### config.mk
export PLATFORM = sky130hd
export DESIGN_NAME = mem_arbiter
export DESIGN_NICKNAME = d
export VERILOG_FILES = /design/src/rtl/brisc_pkg.sv /design/src/rtl/mem_arbiter.sv
export SDC_FILE = /design/constraint.sdc
export NUM_CORES = 1
export LEC_CHECK = 0
export CORE_AREA = 2 2 377 379
export DETAILED_ROUTE_END_ITERATION = 7
export DIE_AREA = 0 0 379 381
export PLACE_DENSITY = 0.35
export SYNTH_ARGS = -nofsm -noshare
export SYNTH_HDL_FRONTEND = slang
export SYNTH_SLANG_ARGS = --single-unit
### constraint.sdc
create_clock -name clk -period 3.1 [get_ports clk]
set_input_delay 0.465 -clock clk [delete_from_list [all_inputs] [get_ports clk]]
set_output_delay 0.465 -clock clk [all_outputs]
set_load 0.1 [all_outputs]
### src/rtl/brisc_pkg.sv
// Shared types for the brisc memory subsystem: cache/memory request and
// response records plus the arbiter's owner and state encodings.
package brisc_pkg;

    typedef struct packed {
        logic         valid;
        logic         rw;
        logic [31:0]  addr;
        logic [127:0] data;
    } mem_req_t;

    typedef struct packed {
        logic         ready;
        logic [31:0]  addr;
        logic [127:0] data;
    } mem_resp_t;

    typedef enum logic {
        ICACHE_REQ = 1'b0,
        DCACHE_REQ = 1'b1
    } mem_owner_e;

    typedef enum logic [1:0] {
        ARB_IDLE,
        ARB_ISSUE,
        ARB_DONE
    } mem_arb_state_e;

endpackage

### src/rtl/mem_arbiter.sv
// Round-robin arbiter sharing the main-memory port between icache and dcache.
// state | meaning
// IDLE  | no transaction; grant a valid requester (round-robin on a tie)
// ISSUE | latched request driven downstream until memory returns ready
// DONE  | one-cycle gap so memory sees valid low and requester drops valid
module mem_arbiter
    import brisc_pkg::*;
#(
    parameter int   NUM_REQ          = 2,
    parameter logic RESET_LAST_OWNER = 1'b0
) (
    input  logic      clk,
    input  logic      reset,
    input  mem_req_t  icache_req_i,
    output mem_resp_t icache_resp_o,
    input  mem_req_t  dcache_req_i,
    output mem_resp_t dcache_resp_o,
    output mem_req_t  mem_req_o,
    input  mem_resp_t mem_resp_i,
    output logic      busy_o,
    output logic      owner_o
);

    localparam logic [1:0] ST_IDLE  = 2'd0;
    localparam logic [1:0] ST_ISSUE = 2'd1;
    localparam logic [1:0] ST_DONE  = 2'd2;

    logic [1:0]         state_q;
    mem_owner_e         owner_q;
    mem_owner_e         last_owner_q;
    mem_req_t           req_q;
    logic [NUM_REQ-1:0] req_valid;
    logic               pick;

    assign req_valid = {dcache_req_i.valid, icache_req_i.valid};

    // On a tie the requester that did not finish last wins.
    always_comb begin
        pick = 1'b0;
        if (&req_valid) begin
            pick = ~last_owner_q;
        end else if (req_valid[1]) begin
            pick = 1'b1;
        end
    end

    always_ff @(posedge clk) begin
        if (reset) begin
            state_q      <= ST_IDLE;
            owner_q      <= mem_owner_e'(RESET_LAST_OWNER);
            last_owner_q <= mem_owner_e'(RESET_LAST_OWNER);
            req_q        <= '0;
        end else begin
            case (state_q)
                ST_IDLE: begin
                    if (|req_valid) begin
                        req_q   <= pick ? dcache_req_i : icache_req_i;
                        owner_q <= mem_owner_e'(pick);
                        state_q <= ST_ISSUE;
                    end
                end
                ST_ISSUE: begin
                    if (mem_resp_i.ready) begin
                        last_owner_q <= owner_q;
                        state_q      <= ST_DONE;
                    end
                end
                ST_DONE: begin
                    state_q <= ST_IDLE;
                end
                default: begin
                    state_q <= ST_IDLE;
                end
            endcase
        end
    end

    // Responses outside ISSUE are stray and never reach a cache.
    always_comb begin
        mem_req_o     = '0;
        icache_resp_o = '0;
        dcache_resp_o = '0;
        if (state_q == ST_ISSUE) begin
            mem_req_o       = req_q;
            mem_req_o.valid = 1'b1;
            if (mem_resp_i.ready) begin
                if (owner_q == DCACHE_REQ) begin
                    dcache_resp_o = mem_resp_i;
                end else begin
                    icache_resp_o = mem_resp_i;
                end
            end
        end
    end

    assign busy_o  = (state_q != ST_IDLE);
    assign owner_o = owner_q;

endmodule

After elaboration in Yosys (flattened, before gate mapping)
Index checks and enable logic that the tools add are counted.
Storage, ports and cells
  flip-flop bits (word level): 165
  input port bits: 487
  output and inout port bits: 486
  logic and storage cells: 30
Operators by class
  equality and inequality tests: 3
  muxes and demuxes: 13
  bitwise logic cells: 1
  reduce and logical (&&, ||, !) cells: 7
Operators with widths (count)
  161-bit two-way mux: 7
  162-bit two-way mux: 1
  2-bit AND reduction: 4
  2-bit two-way mux: 2
  2-bit != test (second input constant): 2
  2-bit case mux with 2 select lines: 1
  2-bit by 1-bit equality test with 1-bit output (second input constant): 1
  2-bit logical NOT: 1
  1-bit two-way mux: 2
  2-bit nonzero test: 1
  2-bit OR reduction: 1
  1-bit NOT: 1

Depth between registers and ports, before layout
Gate-level depths: netlist (run 1).
  depth in word-level cells: 3
  mapped depth: 6
  depth with buffers taken out: 4

Least setup slack after synthesis (run 1)
OpenSTA, ideal clock, no wires.
  kind: register -> output
  start: reg owner_q (netlist: owner_o)
  end: out icache_resp_o[149] (netlist name)
  arrival time: 2.905 ns
  data required time: 2.635 ns
  path slack: -0.270 ns
  stages on the path, launching flop included: 4
  buffers on the path: 1
  cells stage by stage: dfxtp_1 -> nor2_2 -> clkbuf_1 -> and2_1
RTL lines
  start, declared: RTL line mem_arbiter.sv:29  | mem_owner_e owner_q;
  start signal, assigned: RTL line mem_arbiter.sv:50  | owner_q <= mem_owner_e'(RESET_LAST_OWNER);
  start signal, assigned: RTL line mem_arbiter.sv:58  | owner_q <= mem_owner_e'(pick);
  end, declared: RTL line mem_arbiter.sv:15  | output mem_resp_t icache_resp_o,

==> results.cfg, run 1 <==
[detailed_routing]
routed_wl_um = 110000
top_signal_layer_used = met5
drt.antenna.violating_nets = 0
wl_met2_um = 58900
detailroute.wirelength.met3_um = 9090
dr.pass1.iters = 5
detailroute.via_count = 14400
wl_met1_um = 38700
drt-vias-per-instance = 3.37
drc = 0
wire_per_inst_um = 25.7
iteration_0_drc_count_of_the_detailed_router = 692

[cts]
cts-buffers-inserted = 17
path_clk_slew_ns = 0.09
cts_max_path_buffers = 2
post_cts_sizing_count = 0
cts_root_buffer = clkbuf_16
h-tree-depth = 4
cts_tree = yes
cts.sink_count = 165
number_of_buffers_inserted_by_hold_repair_at_cts = 0
cts_setup_buffers = 0
clk-insertion-delay-late_ns = 0.54

[worst_setup_path]
critPathTopFamily = buffers and inverters
cp_num_buf_inv = 3
worstSetupStartpointType = register
timing.setup.critical_path_class = reg2out
timing.critical_path.cells = nor2b_4, buf_12, buf_4, and2_1, buf_12
cp_slowest_cell = dfxtp_1
critical_path.reg2reg.startpoint = last_owner_q$_SDFFE_PP0P_
crit_path_end_kind = primary output
cpPeakStageDelay_ns = 0.41
crit_top_cell = buf_12
required_arrival_time_at_the_worst_endpoint_ns = 2.63
timing.critical_path.arrival_ns = 2.48
critical_path_peak_fanout = 71
crit_start = state_q[0]$_SDFFE_PP0P_

[logic_synthesis]
synth.most_common_cell = and2_1
synth.cells.most_frequent = 481 x and2_1, 324 x nand2_1, 165 x dfxtp_1
synth-edff-count = 0
netlist_instances = 1470
largest_family_of_logic_cells_by_synthesized_area = simple AND/OR/NAND/NOR gates
yosysUniqueCellTypes = 25
post_synth_xor_area_fraction = 0
yosys.area_share.adder = 0
synth_area_per_cell_um2 = 7.56
synth_mux_area_frac = 0
synthSimpleGateAreaFrac = 0.387
ys_seq_elements = 165
synth_largest_type_area_fraction = 0.297
synth_nets = 1957
synth.yosys.seq_area_share = 0.297
post_synth_instance_area_mm2 = 0.0111
yosysWarnings = 0
synth.largest_area_cell = dfxtp_1
primary_flip_flop_cell_chosen_by_synthesis_mapping = dfxtp_1
synth_compound_area_frac = 0.242
async_flop_share = 0
yosys-top-cells-area = dfxtp_1 30%, and2_1 27%, nand2_1 11%

[floorplan]
starting_utilization_of_the_core_area = 0.0790
floorplan.io_pins = 973
floorplan.rows = 138
fp.dieArea_mm2 = 0.144
coreArea_mm2 = 0.141
fp.dieW_um = 379
chipHeight_um = 381

[place]
finalWeightedCongestion = 0.863
port_buffers = 972
dp_hpwl_um = 92600
detailed_place.area_mm2 = 0.0274

[finish]
layout-drive-gt1-share = 0.279
syn2layout_area_growth_pct = 153
finalNetCount = 2844
fin_util = 0.200
fin_area_mm2 = 0.0281

[power_and_ir_drop]
static-leakage-power_nw = 10.5
power_density_mw_per_mm2 = 356
total_power_mw = 10.0
vdd_drop_max_v = 0.000484

[grt]
grt_util_all_layers = 0.147
first_global_vias = 14700
antenna_found_initial = 77
grt_remaining_overflow = 0
grt_first_pass_wirelength_um = 142000
grt_start_max_net_pins = 121

[timing]
min_period_over_period = 0.949
slew_violations = 0
totalNegativeSetupSlack_ns = 0
fin_crit_ns = 2.94
hold_ws_ns = 0.509
maxSlewHeadroom = 0.420
grt_setup_unrepaired = false
max_clock_freq_mhz = 340
finalHoldViolCount = 0
report.final.setup_viol = 0
fin_skew_ns = 0.0318
worst_pin_slew_ns = 0.870

[hold_path]
hold_class = in2reg
min-delay-start = icache_req_i[64]

[flow_run]
max_cap_violations = 0

[outcome]
outcome = complete, no violations
[sequential cells by signal (all words and copies together), names as in the netlist]
signal,count
last_owner_q,1
req_q,161
state_q,2
owner_o,1
[kinds of logic after synthesis]
family                 after synthesis
and+or+nand+nor                    816
AOI/OAI and AO/OA                  328
DFF                                165
buffers and inverters              161
[worst reg2reg max path: stages, from the launching register on]
cell and delay (ns):
dfxtp_1 0.43, a21bo_4 0.17, buf_4 0.50, nand2_1 0.30, a311oi_1 0.33
[per-layer routing]
layer  vias up  track usage
li1       6775            -
met1      6772        0.148
met2       717        0.275
met3       148       0.0517
met4        34       0.0555
met5         -            0
[stage by stage]
| stage | instances | worst slack, ns |
|---|---|---|
| floorplan | 1470 | 0.0809 |
| detailed placement | 4228 | 0.330 |
| CTS | 4260 | 0.0559 |
| finish | 4288 | 0.157 |
| global placement | 4228 | 0.333 |
| global route | 4275 | 0.0192 |
[layout by cell type, fill, tap and decap left out, types with 3 or more instances in the layout]
cell type        count
clkdlybuf4s50_1    485
buf_12             461
inv_6                5
nor2_4               3
diode_2             28
a311oi_1            92
a21oi_1            164
bufinv_16            3
and2_2               9
dfxtp_1            165
and2_1             472
buf_4               81
nand2_1            324
clkbuf_16           17
a311oi_2            69
[cell type report]
class                           instances  area [um2]
Sequential cell                       165        3300
Tap cell                             1890        2360
Fill cell                           15600      112000
Clock buffer                           19         443
Multi-Input combinational cell       1144        7030
Inverter                                1        3.75
Timing Repair Buffer                 1028       14700
Clock inverter                         13         186
Antenna cell                           28        70.1
[path summary, 6_finish.rpt]
path / endpoint / slack, ns / depth (start not counted)
min: req_q[64]$_SDFFE_PP0P_ / 0.51 / 3
max: mem_req_o[48] / 0.16 / 5
min reg2reg: req_q[48]$_SDFFE_PP0P_ / 0.52 / 2
max reg2reg: req_q[145]$_SDFFE_PP0P_ / 1.26 / 4
[where the power goes]
| group | switching, mW | internal [mW] | total (mW) | leakage [nW] |
|---|---|---|---|---|
| clock | 1.26 | 1.32 | 2.58 | 0.304 |
| combinational | 3.06 | 1.83 | 4.89 | 8.81 |
| sequential | 0.177 | 2.37 | 2.55 | 1.37 |
| total | 4.50 | 5.52 | 10.0 | 10.5 |
No activity file was read; power rests on OpenSTA's default activity.
==> run 2, diff against run 1 <==
SKIP_LAST_GASP = 1   (was not set)
==> results of run 2 <==
The final DEF is identical to that of run 1; final timing and power are the same.
